`src/rtl/pc_seq_pkg.sv`:
```
// Shared types, constants and helpers for the fetch PC sequencer.
//   pc_seq_state_e : sequencer FSM states
//   PERF_CNT_W     : width of the optional performance counters
//   MAX_PC_W       : widest PC the alignment helper supports
//   align_pc()     : clears the instruction-offset bits of a byte address
package pc_seq_pkg;

  localparam int unsigned PERF_CNT_W = 32;
  localparam int unsigned MAX_PC_W   = 64;

  typedef enum logic [1:0] {
    BOOT  = 2'd0,
    RUN   = 2'd1,
    STALL = 2'd2,
    HALT  = 2'd3
  } pc_seq_state_e;

  // instr_bytes is a power of two, so (instr_bytes - 1) masks the offset bits
  function automatic logic [MAX_PC_W-1:0] align_pc(input logic [MAX_PC_W-1:0] addr,
                                                   input int unsigned         instr_bytes);
    logic [MAX_PC_W-1:0] mask;
    mask     = MAX_PC_W'(instr_bytes) - MAX_PC_W'(1);
    align_pc = addr & ~mask;
  endfunction

endpackage

```
`src/rtl/pc_reg_arn.sv`:
```
// WIDTH-bit register with load enable and async active-low clear to RESET_VAL.
//   clk   : clock, rising edge
//   rst_n : async clear, active low
//   en    : load d at the next edge
//   d     : next value
//   q     : registered value
module pc_reg_arn #(
  parameter int unsigned        WIDTH     = 64,
  parameter logic [WIDTH-1:0]   RESET_VAL = '0
) (
  input  logic             clk,
  input  logic             rst_n,
  input  logic             en,
  input  logic [WIDTH-1:0] d,
  output logic [WIDTH-1:0] q
);

  always_ff @(posedge clk or negedge rst_n) begin
    if (!rst_n) begin
      q <= RESET_VAL;
    end else if (en) begin
      q <= d;
    end
  end

endmodule

```
`src/rtl/pc_sequencer.sv`:
```
// Fetch program counter sequencer: sequential advance, branch redirect,
// hazard hold with deferred redirect capture, and permanent halt.
// Optional macro PC_SEQ_PERF_EN adds saturating stall/redirect counters.
//   clk            : clock, rising edge
//   reset          : async reset, active low
//   stall_i        : hold PC this cycle
//   redir_valid_i  : taken branch, load redir_target_i
//   redir_target_i : redirect byte address (low offset bits ignored)
//   halt_i         : stop fetching until reset
//   pc_o           : current fetch address
//   pc_valid_o     : pc_o is a real fetch this cycle
//   flush_o        : kill IF/ID; a redirect loads at the next edge (combinational)
//   pend_o         : a captured redirect is waiting
//   stall_cnt_o    : (PC_SEQ_PERF_EN) valid stalled cycles, saturating
//   redir_cnt_o    : (PC_SEQ_PERF_EN) flush cycles, saturating
module pc_sequencer
  import pc_seq_pkg::*;
#(
  parameter int unsigned      WIDTH       = 64,
  parameter logic [WIDTH-1:0] RESET_VEC   = '0,
  parameter int unsigned      INSTR_BYTES = 4
) (
  input  logic                  clk,
  input  logic                  reset,
  input  logic                  stall_i,
  input  logic                  redir_valid_i,
  input  logic [WIDTH-1:0]      redir_target_i,
  input  logic                  halt_i,
  output logic [WIDTH-1:0]      pc_o,
  output logic                  pc_valid_o,
  output logic                  flush_o,
`ifdef PC_SEQ_PERF_EN
  output logic [PERF_CNT_W-1:0] stall_cnt_o,
  output logic [PERF_CNT_W-1:0] redir_cnt_o,
`endif
  output logic                  pend_o
);

  pc_seq_state_e    state_q, state_d;
  logic [WIDTH-1:0] pc_q, pc_d, pc_inc, redir_al;
  logic [WIDTH-1:0] pend_target_q;
  logic             pc_en;
  logic             pend_q, pend_set, pend_clr;

  assign pc_inc   = pc_q + WIDTH'(INSTR_BYTES);
  assign redir_al = WIDTH'(align_pc(MAX_PC_W'(redir_target_i), INSTR_BYTES));

  // State register
  always_ff @(posedge clk or negedge reset) begin
    if (!reset) begin
      state_q <= BOOT;
    end else begin
      state_q <= state_d;
    end
  end

  // Next state, PC load selection and pending-redirect control
  always_comb begin
    state_d    = state_q;
    pc_en      = 1'b0;
    pc_d       = pc_q;
    pend_set   = 1'b0;
    pend_clr   = 1'b0;
    flush_o    = 1'b0;
    pc_valid_o = 1'b0;

    case (state_q)
      BOOT: begin
        state_d = halt_i ? HALT : RUN;
      end

      RUN: begin
        pc_valid_o = 1'b1;
        if (halt_i) begin
          state_d  = HALT;
          pend_clr = 1'b1;
        end else if (stall_i) begin
          state_d = STALL;
          if (redir_valid_i) begin
            pend_set = 1'b1;
          end
        end else if (redir_valid_i) begin
          pc_en   = 1'b1;
          pc_d    = redir_al;
          flush_o = 1'b1;
        end else begin
          pc_en = 1'b1;
          pc_d  = pc_inc;
        end
      end

      STALL: begin
        pc_valid_o = 1'b1;
        if (halt_i) begin
          state_d  = HALT;
          pend_clr = 1'b1;
        end else if (stall_i) begin
          // Oldest redirect wins; later ones are younger, wrong-path branches
          if (redir_valid_i && !pend_q) begin
            pend_set = 1'b1;
          end
        end else begin
          state_d = RUN;
          pc_en   = 1'b1;
          if (pend_q) begin
            pc_d     = pend_target_q;
            pend_clr = 1'b1;
            flush_o  = 1'b1;
          end else if (redir_valid_i) begin
            pc_d    = redir_al;
            flush_o = 1'b1;
          end else begin
            pc_d = pc_inc;
          end
        end
      end

      HALT: begin
        state_d = HALT;
      end

      default: begin
        state_d = BOOT;
      end
    endcase
  end

  // Pending-redirect flag
  always_ff @(posedge clk or negedge reset) begin
    if (!reset) begin
      pend_q <= 1'b0;
    end else if (pend_clr) begin
      pend_q <= 1'b0;
    end else if (pend_set) begin
      pend_q <= 1'b1;
    end
  end

  pc_reg_arn #(
    .WIDTH     (WIDTH),
    .RESET_VAL (RESET_VEC)
  ) u_pc_reg (
    .clk   (clk),
    .rst_n (reset),
    .en    (pc_en),
    .d     (pc_d),
    .q     (pc_q)
  );

  pc_reg_arn #(
    .WIDTH     (WIDTH),
    .RESET_VAL ('0)
  ) u_pend_target_reg (
    .clk   (clk),
    .rst_n (reset),
    .en    (pend_set),
    .d     (redir_al),
    .q     (pend_target_q)
  );

  assign pc_o   = pc_q;
  assign pend_o = pend_q;

`ifdef PC_SEQ_PERF_EN
  logic [PERF_CNT_W-1:0] stall_cnt_q, redir_cnt_q;

  // Saturating performance counters
  always_ff @(posedge clk or negedge reset) begin
    if (!reset) begin
      stall_cnt_q <= '0;
      redir_cnt_q <= '0;
    end else begin
      if (pc_valid_o && stall_i && (stall_cnt_q != '1)) begin
        stall_cnt_q <= stall_cnt_q + PERF_CNT_W'(1);
      end
      if (flush_o && (redir_cnt_q != '1)) begin
        redir_cnt_q <= redir_cnt_q + PERF_CNT_W'(1);
      end
    end
  end

  assign stall_cnt_o = stall_cnt_q;
  assign redir_cnt_o = redir_cnt_q;
`endif

endmodule

```
`config.mk`:
```
export PLATFORM = sky130hd
export DESIGN_NAME = pc_sequencer
export DESIGN_NICKNAME = d
export VERILOG_FILES = /design/src/rtl/pc_seq_pkg.sv /design/src/rtl/pc_reg_arn.sv /design/src/rtl/pc_sequencer.sv
export SDC_FILE = /design/constraint.sdc
export NUM_CORES = 1
export LEC_CHECK = 0
export CORE_AREA = 10 10 139 141
export DETAILED_ROUTE_END_ITERATION = 10
export DIE_AREA = 0 0 149 151
export PLACE_DENSITY = 0.82
export SETUP_SLACK_MARGIN = 0.4
export SYNTH_ARGS = -nofsm -noshare
export SYNTH_HDL_FRONTEND = slang
export SYNTH_HIERARCHICAL = 1
export SYNTH_SLANG_ARGS = --single-unit
```
`constraint.sdc`:
```
create_clock -name clk -period 3.7 [get_ports clk]
set_input_delay 0.555 -clock clk [delete_from_list [all_inputs] [get_ports clk]]
set_output_delay 0.555 -clock clk [all_outputs]
set_load 0.05 [all_outputs]
```
==> flow_summary.json <==
{
  "status": "finished clean",
  "dr_total_vias": 7651,
  "first_iter_violations": 1127,
  "crit_type": "flip-flop to flip-flop",
  "grt_usage_pct": 23.2,
  "viasPerCell": 6.48,
  "cpMostUsedCell": "buf_4",
  "clkLatencyLatePin_ns": 0.43,
  "dp_hpwl_um": 16800,
  "timing.rr.start": "state_q[0]$_DFFE_PN0P_",
  "ys_top_cells_by_area": "dfrtp_1, mux2_4, a222oi_1, nand2_1, buf_12",
  "antenna_found_initial": 0,
  "cts.repair.resized": 0,
  "whs_ns": 0.272,
  "wl_per_cell_um": 22.3,
  "use_met3_pct": 4.59,
  "area_growth_syn_to_layout_pct": 23.4,
  "die-area_um2": 22500,
  "clockRootBuffer": "clkbuf_16",
  "met1_usage_pct": 31.5,
  "met2_usage_pct": 35.5,
  "diodes": 0,
  "first_pass_iters": 9,
  "vdd_ir_drop_max_v": 0.000332,
  "arrival_ns": 3.54,
  "boundaryPins": 136,
  "end_kind": "flip-flop",
  "cts_tree": "built",
  "cts_post_setup_buffers_inserted": 0,
  "route.detailed.drc": 0,
  "synth_top_area_share_pct": 36.7,
  "cp_slowest_cell": "o211a_1",
  "switching_power_mw": 0.780,
  "grt_pass1_vias": 7618,
  "p_seq_share_pct": 39.8,
  "holdBufCountCts": 0,
  "ys_warn_count": 6,
  "fp.dieW_um": 149,
  "avgSynthCellArea_um2": 10.7,
  "fin_crit_sh_pct": 87.3,
  "max_freq_ghz": 0.310,
  "p_total_mw": 3.76,
  "ys_async_sr_fraction_pct": 100,
  "crit_required_ns": 4.01,
  "setup_viol": 0,
  "routabilityCongestion": 0.881,
  "p_int_mw": 2.98,
  "clockBufferDepth": 2,
  "synth_largest_area_cell": "dfrtp_1",
  "fin_tns_setup_ns": 0,
  "hp-class": "input port to asynchronous set/reset pin",
  "combPwrFrac_pct": 6.0,
  "fin_nets": 1020,
  "grt_max_degree": 115,
  "cts_buffers": 17,
  "final_core_util_pct": 67.0,
  "switching_share_pct": 20.8,
  "cts_sinks": 131,
  "power_density_nw_per_um2": 341,
  "routed_wirelength_um": 26400,
  "path_clk_slew_ns": 0.06,
  "ys_seq_area_share_pct": 36.7,
  "synth-edff-count": 0,
  "num_rows": 47,
  "dp_cells": 1148,
  "syn_area_um2": 8940,
  "grt.busiest_layer": "met2",
  "hold_viol_final": 0,
  "fin_crit_ns": 3.23,
  "mostFrequentLayoutCells": "clkdlybuf4s50_1, dfrtp_1, mux2_4, nand2_1, o21ai_0",
  "leakage_nw": 4.48,
  "cpLargestDelayFamily": "compound AO/OA/AOI/OAI gates",
  "path_buf_inv": 3,
  "synth_cell_types": 69,
  "rsz0062_at_grt": "no",
  "ys_seq_elements": 131,
  "start_util_pct": 54.3,
  "startpoint_type": "flip-flop",
  "port_buffers": 133,
  "die_h_um": 151,
  "cp_slowest_stage_delay_ns": 0.51,
  "final_cell_count_no_fill": 1180,
  "p_clk_share_pct": 54.2,
  "drv_cap": 0,
  "tightest_slew_ns": 1.06,
  "slew_headroom_pct": 29.3,
  "layout-drive-gt1-share_pct": 20.6,
  "drtAntennaViolNets": 0,
  "path_cells": "inv_1 -> ha_1 -> nor2b_1 -> buf_4 -> o211a_1 -> buf_4 -> a222oi_1 -> o21ai_0 -> mux2_4",
  "htreeDepth": 4,
  "drv_slew": 0,
  "design.core.area_um2": 16500,
  "grt_pass1_wl_um": 42200,
  "crit_start": "state_q[0]$_DFFE_PN0P_",
  "synth_cells": 833,
  "grt_overflow": 0,
  "synth_ff_type": "dfrtp_1",
  "fin_skew_ns": 0.00707,
  "path_max_fanout": 16
}
cells by family (layout without fill, tap and decap cells):
family | Yosys count | after routing | synth area share (%)
simple gates | 258 | 258 | 15.6
mux | 151 | 151 | 23.8
buf+inv | 81 | 207 | 5.80
xor+xnor | 28 | 28 | 2.74
fa+ha+maj | 4 | 4 | 0.560
flops | 131 | 131 | 36.7
other cells | 1 | 2 | 0.0420
compound gates | 179 | 179 | 14.8
final timing paths:
path,end,slack (ns),cells past startpoint
worst max register to register,u_pc_reg/q[29]$_DFFE_PN0P_,0.47,9
worst min-delay path,u_pend_target_reg/q[61]$_DFFE_PN0P_,0.27,1
max in group asynchronous,u_pend_target_reg/q[20]$_DFFE_PN0P_,2.53,2
min in group clk,u_pend_target_reg/q[61]$_DFFE_PN0P_,0.50,1
worst max-delay path,u_pc_reg/q[29]$_DFFE_PN0P_,0.47,9
worst min register to register,u_pend_target_reg/q[61]$_DFFE_PN0P_,0.50,1
flip-flops by register name (all words and copies together), names as in the netlist:
| register | cells |
|---|---|
| pend_o | 1 |
| state_q | 2 |
| u_pc_reg/q | 64 |
| u_pend_target_reg/q | 64 |
final cells by class:
type                    count  area, µm²
inverters                  18       68.8
fillers                  1255       5440
repair buffers            157       1540
flip-flops and latches    131       3280
clock buffers              23        478
multi-input cells         622       5170
well taps                 220        275
clock inverters             9        223
layer usage:
metal / vias up / share of wire [%]
met5: - / 0
met4: 0 / 2.7
met3: 55 / 6.8
met2: 344 / 46
met1: 3823 / 44
li1: 3429 / -
cells in the mapped netlist (3+ instances only):
master,instances
buf_1,11
inv_1,17
a22oi_1,9
o21ai_0,46
a22o_1,5
mux2_4,120
a21oi_1,22
o2111ai_1,5
o21a_1,6
mux2i_1,21
nand4_1,21
o221ai_1,3
o211a_1,3
or3_1,7
buf_12,12
or4_1,8
a211oi_1,5
nand3_1,25
a222oi_1,37
clkbuf_1,35
ha_1,4
o211ai_1,7
nor4_1,22
or2_2,5
mux2_2,10
nand2_1,65
xor2_1,4
and2_1,13
xnor2_1,24
and4_1,8
a311oi_1,3
a221oi_1,4
dfrtp_1,131
and3_1,14
nor2_1,31
nor3_1,24
a221o_1,4
o22ai_1,3
through the flow:
step | area, µm² | setup WS, ns
2_1_floorplan | 8940 | 0.802
4_1_cts | 11000 | 0.549
5_1_grt | 11000 | 0.400
3_5_place_dp | 10300 | 0.573
3_3_place_gp | 10300 | 0.627
6_report | 11000 | 0.470
power groups by stage:
stage / clock network [mW] / registers [mW] / logic (mW)
after floorplan: 0 / 1.52 / 0.0759
after global placement: 0 / 1.52 / 0.221
after detailed placement: 0 / 1.52 / 0.226
after CTS: 2.04 / 1.49 / 0.228
after global routing: 2.11 / 1.50 / 0.243
final: 2.04 / 1.49 / 0.227
Note: power is estimated with default switching activity, not from simulation.
